===== config.mk =====
export PLATFORM = sky130hd
export DESIGN_NAME = vend_coin_sched_flat
export DESIGN_NICKNAME = d
export VERILOG_FILES = /design/src/rtl/vend_pkg.sv /design/src/rtl/vend_coin_sched_if.sv /design/src/rtl/vend_coin_fifo.sv /design/src/rtl/vend_coin_sched.sv /design/src/flat_wrapper.sv
export SDC_FILE = /design/constraint.sdc
export NUM_CORES = 1
export LEC_CHECK = 0
export CAP_MARGIN = 15
export CORE_MARGIN = 3
export CORE_UTILIZATION = 36
export DETAILED_ROUTE_END_ITERATION = 16
export MAX_ROUTING_LAYER = met4
export SLEW_MARGIN = 0
export SYNTH_ARGS = -nofsm -noshare
export SYNTH_HDL_FRONTEND = slang
export SYNTH_SLANG_ARGS = --single-unit

===== constraint.sdc =====
create_clock -name clk -period 2.6 [get_ports clk]
set_input_delay 0.52 -clock clk [delete_from_list [all_inputs] [get_ports clk]]
set_output_delay 0.52 -clock clk [all_outputs]
set_load 0.01 [all_outputs]

===== src/rtl/vend_pkg.sv =====
// Shared coin codes and scheduler FSM encoding for the vending front end.
package vend_pkg;

  typedef logic [1:0] coin_t;

  localparam coin_t COIN_NONE = 2'b00;
  localparam coin_t COIN_HALF = 2'b01;
  localparam coin_t COIN_ONE  = 2'b10;

  typedef enum logic {
    S_IDLE = 1'b0,
    S_BUSY = 1'b1
  } state_t;

  function automatic logic is_coin(coin_t c);
    return (c == COIN_HALF) || (c == COIN_ONE);
  endfunction

endpackage


===== src/rtl/vend_coin_sched_if.sv =====
// Coin acceptor slots on one side, vending core coin/drink/change on the other.
interface vend_coin_sched_if #(
  parameter int NSLOT = 2
);
  logic [NSLOT-1:0]   in_valid;
  logic [2*NSLOT-1:0] in_coin;
  logic [NSLOT-1:0]   in_ready;
  logic [1:0]         coin_o;
  logic               drink_i;
  logic               change_i;
  logic [NSLOT-1:0]   drink_o;
  logic [NSLOT-1:0]   change_o;

  modport master (
    output in_valid, in_coin, drink_i, change_i,
    input  in_ready, coin_o, drink_o, change_o
  );

  modport slave (
    input  in_valid, in_coin, drink_i, change_i,
    output in_ready, coin_o, drink_o, change_o
  );
endinterface


===== src/rtl/vend_coin_fifo.sv =====
// Per-slot coin FIFO, 2 bits wide; head is visible combinationally for same-cycle issue.
module vend_coin_fifo
  import vend_pkg::*;
#(
  parameter int DEPTH = 4
) (
  input  logic  clk,
  input  logic  rst_n,
  input  logic  push,
  input  coin_t din,
  input  logic  pop,
  output coin_t head,
  output logic  full,
  output logic  empty
);
  localparam int AW = $clog2(DEPTH);

  coin_t         mem [DEPTH];
  logic [AW-1:0] wr_ptr;
  logic [AW-1:0] rd_ptr;
  logic [AW:0]   count;
  logic          do_push;
  logic          do_pop;

  assign full    = (count == (AW+1)'(DEPTH));
  assign empty   = (count == '0);
  assign do_pop  = pop && !empty;
  assign do_push = push && (!full || do_pop);
  assign head    = mem[rd_ptr];

  // NOTE: storage has no reset; only the pointers and count define what is valid.
  always_ff @(posedge clk) begin
    if (do_push) mem[wr_ptr] <= din;
  end

  // NOTE: sequential state uses non-blocking assignments so all registers update together.
  always_ff @(posedge clk or negedge rst_n) begin
    if (!rst_n) begin
      wr_ptr <= '0;
      rd_ptr <= '0;
      count  <= '0;
    end else begin
      if (do_push) wr_ptr <= wr_ptr + 1'b1;
      if (do_pop)  rd_ptr <= rd_ptr + 1'b1;
      case ({do_push, do_pop})
        2'b10:   count <= count + 1'b1;
        2'b01:   count <= count - 1'b1;
        default: count <= count;
      endcase
    end
  end

endmodule


===== src/rtl/vend_coin_sched.sv =====
// Locks the vending core to one coin slot per purchase, round-robin between purchases.
module vend_coin_sched
  import vend_pkg::*;
#(
  parameter  int NSLOT = 2,
  parameter  int DEPTH = 4,
  localparam int OW    = (NSLOT > 1) ? $clog2(NSLOT) : 1
) (
  input  logic            clk,
  input  logic            rst_n,
  vend_coin_sched_if.slave bus,
  output logic [OW-1:0]   owner,
  output logic            busy,
  output logic [15:0]     vend_cnt,
  output logic [7:0]      err_cnt
);
  localparam int BW = $clog2(NSLOT + 1);

  state_t           state, state_nx;
  logic [OW-1:0]    owner_nx;
  logic [OW-1:0]    rr;
  logic [OW-1:0]    gnt;
  logic             gnt_found;
  logic [NSLOT-1:0] full, empty, push, pop, bad;
  coin_t            head [NSLOT];
  coin_t            coin;
  logic [BW-1:0]    n_bad;
  logic [8:0]       err_sum;
  logic [7:0]       err_nx;
  logic [NSLOT-1:0] drink_q, change_q;

  assign bus.in_ready = ~full;
  assign bus.coin_o   = coin;
  assign bus.drink_o  = drink_q;
  assign bus.change_o = change_q;
  assign busy         = (state == S_BUSY);

  for (genvar k = 0; k < NSLOT; k++) begin : g_slot
    // A handshake carrying 00 or 11 is consumed but never stored.
    assign push[k] = bus.in_valid[k] && !full[k] && is_coin(bus.in_coin[2*k +: 2]);
    assign bad[k]  = bus.in_valid[k] && !full[k] && !is_coin(bus.in_coin[2*k +: 2]);

    vend_coin_fifo #(.DEPTH(DEPTH)) u_fifo (
      .clk   (clk),
      .rst_n (rst_n),
      .push  (push[k]),
      .din   (bus.in_coin[2*k +: 2]),
      .pop   (pop[k]),
      .head  (head[k]),
      .full  (full[k]),
      .empty (empty[k])
    );
  end

  always_comb begin
    n_bad = '0;
    for (int k = 0; k < NSLOT; k++) n_bad = n_bad + BW'(bad[k]);
    err_sum = {1'b0, err_cnt} + 9'(n_bad);
    err_nx  = err_sum[8] ? 8'hff : err_sum[7:0];
  end

  // Round-robin: first non-empty FIFO at or after rr.
  always_comb begin
    int j;
    gnt_found = 1'b0;
    gnt       = '0;
    for (int i = 0; i < NSLOT; i++) begin
      j = int'(rr) + i;
      if (j >= NSLOT) j = j - NSLOT;
      if (!gnt_found && !empty[j]) begin
        gnt_found = 1'b1;
        gnt       = OW'(j);
      end
    end
  end

  // NOTE: every output of this block gets a default first, so no latches are inferred.
  always_comb begin
    state_nx = state;
    owner_nx = owner;
    pop      = '0;
    coin     = COIN_NONE;
    case (state)
      S_IDLE: begin
        if (gnt_found) begin
          coin     = head[gnt];
          pop[gnt] = 1'b1;
          owner_nx = gnt;
          state_nx = S_BUSY;
        end
      end
      S_BUSY: begin
        // The core ignores coins while dispensing, so hold the head back.
        if (bus.drink_i) begin
          state_nx = S_IDLE;
        end else if (!empty[owner]) begin
          coin       = head[owner];
          pop[owner] = 1'b1;
        end
      end
      default: state_nx = S_IDLE;
    endcase
  end

  always_ff @(posedge clk or negedge rst_n) begin
    if (!rst_n) begin
      state    <= S_IDLE;
      owner    <= '0;
      rr       <= '0;
      vend_cnt <= '0;
      err_cnt  <= '0;
      drink_q  <= '0;
      change_q <= '0;
    end else begin
      state    <= state_nx;
      owner    <= owner_nx;
      err_cnt  <= err_nx;
      drink_q  <= '0;
      change_q <= '0;
      if (state == S_BUSY && bus.drink_i) begin
        drink_q[owner]  <= 1'b1;
        change_q[owner] <= bus.change_i;
        vend_cnt        <= vend_cnt + 16'd1;
        rr              <= (owner == OW'(NSLOT - 1)) ? '0 : owner + OW'(1);
      end
    end
  end

endmodule

===== src/flat_wrapper.sv =====
// flat-port wrapper written by rule: the top's interface ports become plain ports
module vend_coin_sched_flat import vend_pkg::*;
#(
  parameter  int NSLOT = 2,
  parameter  int DEPTH = 4,
  localparam int OW    = (NSLOT > 1) ? $clog2(NSLOT) : 1
)
  (clk, rst_n, owner, busy, vend_cnt, err_cnt, bus_in_valid, bus_in_coin, bus_drink_i, bus_change_i, bus_in_ready, bus_coin_o, bus_drink_o, bus_change_o);
  vend_coin_sched_if #(.NSLOT(NSLOT)) bus_i ();
  input  logic clk;
  input  logic rst_n;
  output logic [OW-1:0] owner;
  output logic busy;
  output logic [15:0] vend_cnt;
  output logic [7:0] err_cnt;
  input wire logic [$bits(bus_i.in_valid)-1:0] bus_in_valid;
  input wire logic [$bits(bus_i.in_coin)-1:0] bus_in_coin;
  input wire logic [$bits(bus_i.drink_i)-1:0] bus_drink_i;
  input wire logic [$bits(bus_i.change_i)-1:0] bus_change_i;
  output wire logic [$bits(bus_i.in_ready)-1:0] bus_in_ready;
  output wire logic [$bits(bus_i.coin_o)-1:0] bus_coin_o;
  output wire logic [$bits(bus_i.drink_o)-1:0] bus_drink_o;
  output wire logic [$bits(bus_i.change_o)-1:0] bus_change_o;
  assign bus_i.in_valid = bus_in_valid;
  assign bus_i.in_coin = bus_in_coin;
  assign bus_i.drink_i = bus_drink_i;
  assign bus_i.change_i = bus_change_i;
  assign bus_in_ready = bus_i.in_ready;
  assign bus_coin_o = bus_i.coin_o;
  assign bus_drink_o = bus_i.drink_o;
  assign bus_change_o = bus_i.change_o;
  vend_coin_sched #(.NSLOT(NSLOT), .DEPTH(DEPTH)) u_core (.clk(clk), .rst_n(rst_n), .bus(bus_i), .owner(owner), .busy(busy), .vend_cnt(vend_cnt), .err_cnt(err_cnt));
endmodule

==> results of run 1 <==
[stage by stage]
stage | hold slack [ns] | std cells | utilization [%] | worst slack, ns | setup TNS, ns
after floorplan | 0.224 | 223 | - | 0.461 | 0
after global placement | 0.461 | 380 | 47.0 | -0.118 | -0.679
after detailed placement | 0.469 | 380 | 47.0 | -0.140 | -1.08
after CTS | 0.288 | 396 | 50.3 | 0.153 | 0
after global routing | 0.310 | 396 | 50.3 | 0.0334 | 0
final | 0.273 | 396 | 50.3 | 0.153 | 0
[worst register-to-register path, stage by stage, from the launching register on]
cell and delay [ns]:
dfrtp_1 0.41, nor3_1 0.43, o311a_2 0.27, buf_4 0.13
ha_1 0.15, inv_1 0.06, fa_1 0.37, xor2_1 0.15
nor2_1 0.13, xor2_1 0.16
[metal layers]
metal	vias to the layer above	GRT usage [%]
li1	904	-
met1	846	16.5
met2	35	18.4
met3	9	3.43
met4	0	5.78
met5	-	-
[power groups by stage]
| stage | Clock [mW] | Combinational [mW] | Sequential [mW] |
|---|---|---|---|
| after floorplan | 0 | 0.792 | 1.55 |
| after global placement | 0 | 1.37 | 1.56 |
| after detailed placement | 0 | 1.41 | 1.56 |
| after CTS | 1.05 | 1.40 | 1.55 |
| after global routing | 1.10 | 1.55 | 1.59 |
| final | 1.02 | 1.38 | 1.54 |
[cell families after synthesis]
group                    after synthesis  share of synthesized area [%]
buffers and inverters                 23                           3.16
XOR/XNOR                              32                           9.96
AND/OR/NAND/NOR                       68                           13.6
AO/OA/AOI/OAI                         16                           3.82
multiplexers                           8                           4.89
flip-flops                            61                           57.1
adder cells (fa/ha/maj)               15                           7.47
[cell type report]
type / count / area share [%]
well taps: 99 / 3.33
repair buffers: 60 / 14.8
inverters: 21 / 2.12
clock inverters: 6 / 2.99
multi-input cells: 139 / 30.2
flip-flops and latches: 61 / 43.1
clock buffers: 10 / 3.43
[final timing paths]
| check | endpoint | slack, ns | cells after the start |
|---|---|---|---|
| setup / recovery | bus_coin_o[1] | 0.15 | 6 |
| min in group clk | u_core.vend_cnt[15]$_DFFE_PN0P_ | 0.47 | 1 |
| max in group asynchronous | u_core.err_cnt[0]$_DFF_PN0_ | 1.92 | 2 |
| hold reg to reg | u_core.vend_cnt[15]$_DFFE_PN0P_ | 0.47 | 1 |
| hold / removal | u_core.err_cnt[7]$_DFF_PN0_ | 0.27 | 2 |
| setup reg to reg | u_core.g_slot[0].u_fifo.count[2]$_DFFE_PN0P_ | 0.26 | 9 |
[registers in the layout, indices dropped and copies added (netlist names)]
signal / flops
u_core.rr: 1
u_core.g_slot.u_fifo.count: 6
u_core.owner: 1
u_core.bus.change_o: 2
u_core.busy: 1
u_core.g_slot.u_fifo.mem: 16
u_core.err_cnt: 8
u_core.vend_cnt: 16
u_core.bus.drink_o: 2
u_core.g_slot.u_fifo.wr_ptr: 4
u_core.g_slot.u_fifo.rd_ptr: 4
[cells in the final DEF (no fill, tap or decap), drive strengths merged, types with 2 or more instances in the layout]
| cell | instances |
|---|---|
| nand3 | 8 |
| edfxtp | 16 |
| nor3 | 4 |
| fa | 3 |
| nor2b | 2 |
| o31ai | 2 |
| clkbuf | 10 |
| nand2b | 2 |
| nor2 | 7 |
| inv | 21 |
| mux2 | 3 |
| nand4 | 9 |
| buf | 18 |
| xnor2 | 21 |
| xor2 | 11 |
| o2bb2ai | 2 |
| and2 | 12 |
| nand2 | 13 |
| dfrtp | 45 |
| and3 | 5 |
| dlygate4sd2 | 2 |
| clkinv | 2 |
| clkdlybuf4s50 | 40 |
| ha | 12 |
| a21oi | 4 |
| and4 | 3 |
| bufinv | 3 |
| a31oi | 2 |
| o21ai | 3 |
| mux4 | 4 |
[repair_timing]
| item | 4_1_cts | 5_1_grt |
|---|---|---|
| resized for setup | 3 | 0 |
| hold buffers | 0 | 0 |
| setup endpoints to repair | 2 | 0 |
==> results.md, run 1 <==
- Status: completed
- Initial antenna violation count: 0
- Min Clock Period, post-route: 2.45 ns
- Wire length per cell: 12.7 um
- Max clock buf depth: 2
- Least-Margin Pin Slew: 0.588 ns
- Reg clk slew, reported paths: 0.07 ns
- Initial DRT Pass Iterations: 4
- Critical path cell sequence: clkdlybuf4s50_1 > nand2b_1 > a21oi_1 > o31ai_2 > o2bb2ai_1 > dlygate4sd2_1
- Count leader, synth: dfrtp_1
- Synth Flop Type: dfrtp_1
- Vias: 1,794
- CTS tree: built
- Worst Path Max Fanout: 4
- Synth top area cells: dfrtp_1, edfxtp_1, xnor2_1, ha_1, xor2_1
- Number of max-cap violations: 0
- Post-CTS Setup Inserts: 0
- Critical path arrival: 1.93 ns
- Hold Fails Final Rpt: 0
- Row cnt: 31
- DR vias/cell: 4.53
- Clock Latency Late Sink: 0.33 ns
- Placed cell areas: 0.00348 sq mm
- # nets final: 317
- Library cells used by synthesis: 37
- GRT Total Usage: 12.7%
- Layout fillers: 688
- GRT Residual Overflow: 0
- Comb power frac: 35.0%
- Net Sw Power: 1.26 mW
- Seq pwr share: 39.1%
- Drt drc: 0
- Lkg Pwr: 1.63 nW
- Post-detail-place hpwl: 3.69 mm
- Max Freq: 0.409 GHz
- Initial Utilization: 38.0%
- Final wirelength: 5.04 mm
- First-pass GRT wire length: 8.42 mm
- Largest net degree at the start of global routing: 46
- Post-synth top area cell: dfrtp_1
- CTS HTree Levels: 3
- CP endpoint kind: output port
- Starting DRT DRC Count: 94
- Antenna violation net count after detailed routing: 0
- CTS root buffer: clkbuf_8
- Power per cell area: 1060 mW/mm^2
- Setup CP Type: in -> out
- Met3 routed WL: 236 um
- Sequential-to-total area share from yosys stat: 57.1%
- Critical R2R Launch: u_core.g_slot[1].u_fifo.count[2]$_DFFE_PN0P_
- Buf+Inv Stages, Crit Path: 2
- Die area: 0.00892 sq mm
- Top layer in use: met4
- Number of global-route vias before repair: 1,822
- Reg area: 0.00161 sq mm
- Diode count: 0
- Startpoint Class: input port
- RSZ-0062 raised after global routing: no
- HP Class: in -> async
- IO Count: 44
- Pint: 2.67 mW
- Met2 wire length: 2.33 mm
- Wire length on met1: 2.40 mm
- Syn_nets: 248
- Slowest CP cell: clkdlybuf4s50_1
- Yosys top cell area share: 40.0%
- Sw Ratio: 32.0%
- Clock sink count: 61
- Final setup vio count: 0
- Worst Skew: 0.0114 ns
- Syn_area_per_cell: 12.6 sq um
- Post-route cell area: 0.00372 sq mm
- Die Height: 94.4 um
- Commonest cells post-synth: dfrtp_1, inv_1, xnor2_1
- Critical path data required time: 2.08 ns
- Post-synth EDFFs: 16
- Total Power: 3.94 mW
- Worst stage delay on the critical path: 0.45 ns
- Max VDD drop: 0.000448 V
- FF+latch count, synth: 61
- Layout cells sized above 1: 15.2%
- Die Width: 94.4 um
- Buffers on Ports: 43
- Rel. slew slack: 60.8%
- Gate Count Post-Synth: 223
- Num CTS Buffers: 9
- Post-synth ARST share: 73.8%
- Routability Congestion: 0.749
- Synth warn: 0
- Syn-to-layout area delta: 32.3%
- CP startpoint: bus_drink_i
- Core Region: 0.00741 sq mm
- Final Max Slew Viols: 0
- Multi-input logic area: 0.00112 sq mm
- Clock share of power: 25.9%
- Fin crit share: 94.1%
- Family with the most delay on the worst path: buffers and inverters
- Syn Std Cell Area: 0.00282 sq mm
Note: power is estimated with default switching activity, not from simulation.
==> run 2, diff against run 1 <==
--- a/config.mk
+++ b/config.mk
@@ -9,7 +9,9 @@
 export CORE_MARGIN = 3
 export CORE_UTILIZATION = 36
 export DETAILED_ROUTE_END_ITERATION = 16
+export HOLD_SLACK_MARGIN = 0.05
 export MAX_ROUTING_LAYER = met4
+export RECOVER_POWER = 50
 export SLEW_MARGIN = 0
 export SYNTH_ARGS = -nofsm -noshare
 export SYNTH_HDL_FRONTEND = slang
==> results.md, run 2 (synthesis gave the netlist of run 1 again) <==
- Status: completed
- Seq pwr share: 39.2% (about the same)
- Comb power frac: 34.8% (-0.2 points)
- Antenna violation net count after detailed routing: 0 (unchanged)
- Initial DRT Pass Iterations: 4 (unchanged)
- Startpoint Class: input port
- DR vias/cell: 4.53 (about the same)
- Hold depth: 1
- RSZ-0062 raised after global routing: no
- Sw Ratio: 32.2% (+0.19 points)
- Layout fillers: 695 (+1.0%)
- Max Freq: 0.410 GHz (+0.32%)
- Clock sink count: 61 (unchanged)
- Critical path cell sequence: clkdlybuf4s50_1 > nand2b_1 > a21oi_1 > o31ai_2 > o2bb2ai_1 > dlygate4sd2_1
- Routability Congestion: 0.749 (unchanged)
- CP endpoint kind: output port
- IO Count: 44 (unchanged)
- R2R Path End: u_core.g_slot[0].u_fifo.count[2]$_DFFE_PN0P_
- GRT Total Usage: 12.7% (unchanged)
- Core Region: 0.00741 sq mm (unchanged)
- Rel. slew slack: 24.0% (-37 points)
- Reg clk slew, reported paths: 0.08 ns (about the same)
- Number of max-cap violations: 0 (unchanged)
- Wire length per cell: 12.8 um (+0.54%)
- Net Sw Power: 1.27 mW (+0.41%)
- Worst stage delay on the critical path: 0.44 ns (about the same)
- CTS tree: built
- Reg area: 0.00161 sq mm (unchanged)
- Drt drc: 0 (unchanged)
- Initial antenna violation count: 0 (unchanged)
- Critical path arrival: 1.92 ns (about the same)
- CTS HTree Levels: 3 (unchanged)
- HP Class: reg -> reg
- CTS root buffer: clkbuf_8
- Slowest CP cell: clkdlybuf4s50_1
- Setup TNS: 0 ns (unchanged)
- Die Width: 94.4 um (unchanged)
- Clock Latency Late Sink: 0.33 ns (about the same)
- Pint: 2.66 mW (-0.45%)
- Die Height: 94.4 um (unchanged)
- Fin crit share: 93.8% (-0.30 points)
- Final Max Slew Viols: 0 (unchanged)
- Worst Skew: 0.0100 ns (-0.00133 ns)
- # nets final: 317 (unchanged)
- Layout cells sized above 1: 12.8% (-2.4 points)
- Setup CP Type: in -> out
- Endpoint, Worst Hold: u_core.vend_cnt[15]$_DFFE_PN0P_
- Core Util, Final: 49.9% (-0.39 points)
- Post-detail-place hpwl: 3.69 mm (unchanged)
- Number of global-route vias before repair: 1,822 (unchanged)
- Min Clock Period, post-route: 2.44 ns (-0.00781 ns)
- Worst Path Max Fanout: 4 (unchanged)
- Vias: 1,793 (-0.056%)
- Largest net degree at the start of global routing: 46 (unchanged)
- Diode count: 0 (unchanged)
- Reg2Reg Depth: 9 (unchanged)
- Starting DRT DRC Count: 80 (-15%)
- Lkg Pwr: 1.60 nW (-1.8%)
- First-pass GRT wire length: 8.42 mm (unchanged)
- Die area: 0.00892 sq mm (unchanged)
- Clock share of power: 26.0% (about the same)
- Multi-input logic area: 0.00112 sq mm (unchanged)
- Critical path data required time: 2.08 ns (about the same)
- Commonest non-fill, non-tap cell in the layout: dfrtp_1
- Power per cell area: 1060 mW/mm^2 (+0.60%)
- Final wirelength: 5.06 mm (+0.54%)
- Final setup vio count: 0 (unchanged)
- Least-Margin Pin Slew: 1.14 ns (+0.553 ns)
- HP Start: u_core.vend_cnt[15]$_DFFE_PN0P_
- Num CTS Buffers: 9 (unchanged)
- Buffers on Ports: 43 (unchanged)
- Worst reg2reg setup slack: 0.26 ns (about the same)
- Largest regs: u_core.g_slot.u_fifo.mem x16, u_core.vend_cnt x16, u_core.err_cnt x8
- Worst Hold Margin: 0.470 ns (+0.196 ns)
- Critical R2R Launch: u_core.g_slot[1].u_fifo.count[2]$_DFFE_PN0P_
- GRT Residual Overflow: 0 (unchanged)
- Max VDD drop: 0.000443 V (-1.3%)
- Hold Fails Final Rpt: 0 (unchanged)
- Syn-to-layout area delta: 31.2%
- Max clock buf depth: 2 (unchanged)
- Row cnt: 31 (unchanged)
- Most frequent cells in the layout: dfrtp_1, clkdlybuf4s50_1, inv_1, xnor2_1, edfxtp_1
- Initial Utilization: 38.0% (unchanged)
- Post-CTS Setup Inserts: 0 (unchanged)
## run 2: cell types whose count changed in the layout (fill, tap and decap cells not counted), sizes merged
cell / previous run / this run
buf: 18 / 9
clkbuf: 10 / 19
## run 2: cell type report
cell class / instances / share of cell area, %
well taps: 99 / 3.35
repair buffers: 60 / 14.1
flip-flops and latches: 61 / 43.5
inverters: 21 / 2.13
clock buffers: 10 / 3.45
clock inverters: 6 / 3.01
multi-input cells: 139 / 30.4
## run 2: per-layer routing
layer / vias to the layer above / GRT usage [%] / share of wire [%]
met1: 844 / 16.5 / 48
met3: 9 / 3.43 / 4.5
met4: 0 / 5.78 / 1.5
li1: 905 / - / -
met5: - / - / 0
met2: 35 / 18.4 / 46
## run 2: worst max path at each step
stage	start	end	slack, ns	cells past startpoint
2_1_floorplan	bus_in_coin[2]	u_core.err_cnt[1]$_DFF_PN0_	0.46	9
3_3_place_gp	bus_drink_i	bus_coin_o[1]	-0.12	6
4_1_cts	bus_drink_i	bus_coin_o[1]	0.15	6
5_1_grt	bus_drink_i	bus_coin_o[1]	0.03	6
6_report	bus_drink_i	bus_coin_o[1]	0.16	6
3_5_place_dp	bus_in_coin[2]	u_core.err_cnt[1]$_DFF_PN0_	-0.14	10
## run 2: through the flow
step / total power, mW / instance area [sq um] / instances / setup slack (ns)
after floorplan: 2.34 / 2820 / 223 / 0.461
after global placement: 2.93 / 3480 / 380 / -0.118
after detailed placement: 2.97 / 3480 / 380 / -0.140
after CTS: 4.00 / 3720 / 396 / 0.153
after global routing: 4.22 / 3690 / 396 / 0.0348
final: 3.93 / 3690 / 396 / 0.161
## run 2: worst max-delay path: cells and delay by family
kind	cells	cell delay, ns
compound gates	3	0.52
buf+inv	2	0.72
simple gates	1	0.16
## run 2: timing repair
action | 4_1_cts | 5_1_grt
resized for setup | 3 | 0
hold buffers | 0 | 0
setup endpoints to repair | 2 | 0
## run 2: power by group through the flow
stage          combinational, mW  clock (mW)  sequential, mW
5_1_grt                     1.53        1.10            1.59
4_1_cts                     1.40        1.05            1.55
6_report                    1.37        1.02            1.54
2_1_floorplan              0.792           0            1.55
3_3_place_gp                1.37           0            1.56
3_5_place_dp                1.41           0            1.56
==> run 3, diff against run 2 <==
--- a/config.mk
+++ b/config.mk
@@ -9,8 +9,8 @@
 export CORE_MARGIN = 3
 export CORE_UTILIZATION = 36
 export DETAILED_ROUTE_END_ITERATION = 16
+export GPL_TIMING_DRIVEN = 1
 export HOLD_SLACK_MARGIN = 0.05
-export MAX_ROUTING_LAYER = met4
 export RECOVER_POWER = 50
 export SLEW_MARGIN = 0
 export SYNTH_ARGS = -nofsm -noshare
==> results.md, run 3 (synthesis gave the netlist of run 1 again) <==
- Clock Latency Late Sink: 0.33 ns (about the same)
- Largest net degree at the start of global routing: 46 (unchanged)
- RSZ-0062 raised after global routing: no
- Max Freq: 0.410 GHz (unchanged)
- Worst Skew: 0.0100 ns (+0.000000100 ns)
- Buffers on Ports: 43 (unchanged)
- Final cell count without fillers: 396 (unchanged)
- Worst stage delay on the critical path: 0.44 ns (about the same)
- Die Width: 94.4 um (unchanged)
- Hold Fails Final Rpt: 0 (unchanged)
- Rel. slew slack: 24.0% (about the same)
- # nets final: 317 (unchanged)
- Worst Hold Margin: 0.470 ns (unchanged)
- Most frequent cells in the layout: dfrtp_1, clkdlybuf4s50_1, inv_1, xnor2_1, edfxtp_1
- Number of global-route vias before repair: 1,826 (+0.22%)
- Num CTS Buffers: 9 (unchanged)
- Setup CP Type: in -> out
- Antenna violation net count after detailed routing: 0 (unchanged)
- Critical path cell sequence: clkdlybuf4s50_1 > nand2b_1 > a21oi_1 > o31ai_2 > o2bb2ai_1 > dlygate4sd2_1
- CTS tree: built
- Starting DRT DRC Count: 80 (unchanged)
- Max clock buf depth: 2 (unchanged)
- CTS HTree Levels: 3 (unchanged)
- Die Height: 94.4 um (unchanged)
- Vias: 1,791 (-0.11%)
- Number of max-cap violations: 0 (unchanged)
- Post-CTS Setup Inserts: 0 (unchanged)
- Worst Path Max Fanout: 4 (unchanged)
- Lkg Pwr: 1.60 nW (unchanged)
- Setup WS post-layout: 0.161 ns (unchanged)
- Inst Count DP: 380 (unchanged)
- Setup TNS: 0 ns (unchanged)
- Reg clk slew, reported paths: 0.08 ns (about the same)
- Hold buffers post-CTS: 0 (unchanged)
- Syn-to-layout area delta: 31.2% (unchanged)
- Layout cells sized above 1: 12.8% (unchanged)
- Status: completed
- IO Count: 44 (unchanged)
- DR vias/cell: 4.52 (-0.11%)
- Commonest non-fill, non-tap cell in the layout: dfrtp_1
- Diode count: 0 (unchanged)
- Final setup vio count: 0 (unchanged)
- Slowest CP cell: clkdlybuf4s50_1
- Layout fillers: 695 (unchanged)
- Min Clock Period, post-route: 2.44 ns (unchanged)
- GRT Residual Overflow: 0 (unchanged)
- Power per cell area: 1060 mW/mm^2 (about the same)
- Clock sink count: 61 (unchanged)
- Initial DRT Pass Iterations: 4 (unchanged)
- GRT Total Usage: 12.3% (-0.36 points)
- First-pass GRT wire length: 8.41 mm (about the same)
- Largest regs: u_core.g_slot.u_fifo.mem x16, u_core.vend_cnt x16, u_core.err_cnt x8
- Final Max Slew Viols: 0 (unchanged)
- CP endpoint kind: output port
- Fin crit share: 93.8% (unchanged)
- Routability Congestion: 0.740 (-1.2%)
- Post-detail-place hpwl: 3.69 mm (unchanged)
- CTS root buffer: clkbuf_8
- Row cnt: 31 (unchanged)
- Wire length per cell: 12.8 um (unchanged)
- Post-route cell area: 0.00369 sq mm (unchanged)
- Startpoint Class: input port
- Critical path arrival: 1.92 ns (about the same)
- Initial Utilization: 38.0% (unchanged)
- Total Power: 3.93 mW (about the same)
- Initial antenna violation count: 0 (unchanged)
- Critical path data required time: 2.08 ns (about the same)
- Least-Margin Pin Slew: 1.14 ns (+0.0000361 ns)
- Placed cell areas: 0.00348 sq mm (unchanged)
- Dpl ws: -0.140 ns (unchanged)
- Core Util, Final: 49.9% (unchanged)
- HP Class: reg -> reg
- Die area: 0.00892 sq mm (unchanged)
- Core Region: 0.00741 sq mm (unchanged)
- Max VDD drop: 0.000443 V (about the same)
- Final wirelength: 5.06 mm (unchanged)
- Drt drc: 0 (unchanged)
## run 3: cell counts in the layout (fill, tap and decap cells not counted)
No cell type changed its count.
## run 3: critical path: cells and delay by family
family	cells	cell delay (ns)
AO/OA/AOI/OAI	3	0.52
buffers and inverters	2	0.72
AND/OR/NAND/NOR	1	0.16
## run 3: layout make-up
class / instances / area (sq um) / share of cell area, %
Clock inverter: 6 / 111 / 3.01
Clock buffer: 10 / 128 / 3.45
Multi-Input combinational cell: 139 / 1120 / 30.4
Sequential cell: 61 / 1610 / 43.5
Timing Repair Buffer: 60 / 522 / 14.1
Tap cell: 99 / 124 / 3.35
Inverter: 21 / 78.8 / 2.13
## run 3: path summary, 6_finish.rpt
check / start / end / slack, ns / cells after the start
setup / recovery: bus_drink_i / bus_coin_o[1] / 0.16 / 6
hold / removal: u_core.vend_cnt[15]$_DFFE_PN0P_ / u_core.vend_cnt[15]$_DFFE_PN0P_ / 0.47 / 1
setup reg to reg: u_core.g_slot[1].u_fifo.count[2]$_DFFE_PN0P_ / u_core.g_slot[0].u_fifo.count[2]$_DFFE_PN0P_ / 0.26 / 9
hold reg to reg: u_core.vend_cnt[15]$_DFFE_PN0P_ / u_core.vend_cnt[15]$_DFFE_PN0P_ / 0.47 / 1
max in group asynchronous: rst_n / u_core.err_cnt[0]$_DFF_PN0_ / 1.41 / 2
min in group asynchronous: rst_n / u_core.err_cnt[7]$_DFF_PN0_ / 0.49 / 2
## run 3: power breakdown
| group | switching [mW] | total, mW | internal [mW] |
|---|---|---|---|
| Combinational | 0.605 | 1.37 | 0.764 |
| Sequential | 0.278 | 1.54 | 1.26 |
| Clock | 0.383 | 1.02 | 0.637 |
| Total | 1.27 | 3.93 | 2.66 |
## run 3: timing repair
action                                  4_1_cts  5_1_grt
endpoints found under the setup margin        2        0
hold endpoints to repair                      0        0
gates resized for setup                       3        0
## run 3: per-layer routing
| layer | GRT usage [%] | wire length (um) | vias to the layer above |
|---|---|---|---|
| met5 | 0 | 0 | - |
| met4 | 5.78 | 57 | 0 |
| met3 | 3.43 | 231 | 7 |
| met2 | 18.4 | 2330 | 35 |
| met1 | 16.5 | 2440 | 844 |
| li1 | - | - | 905 |
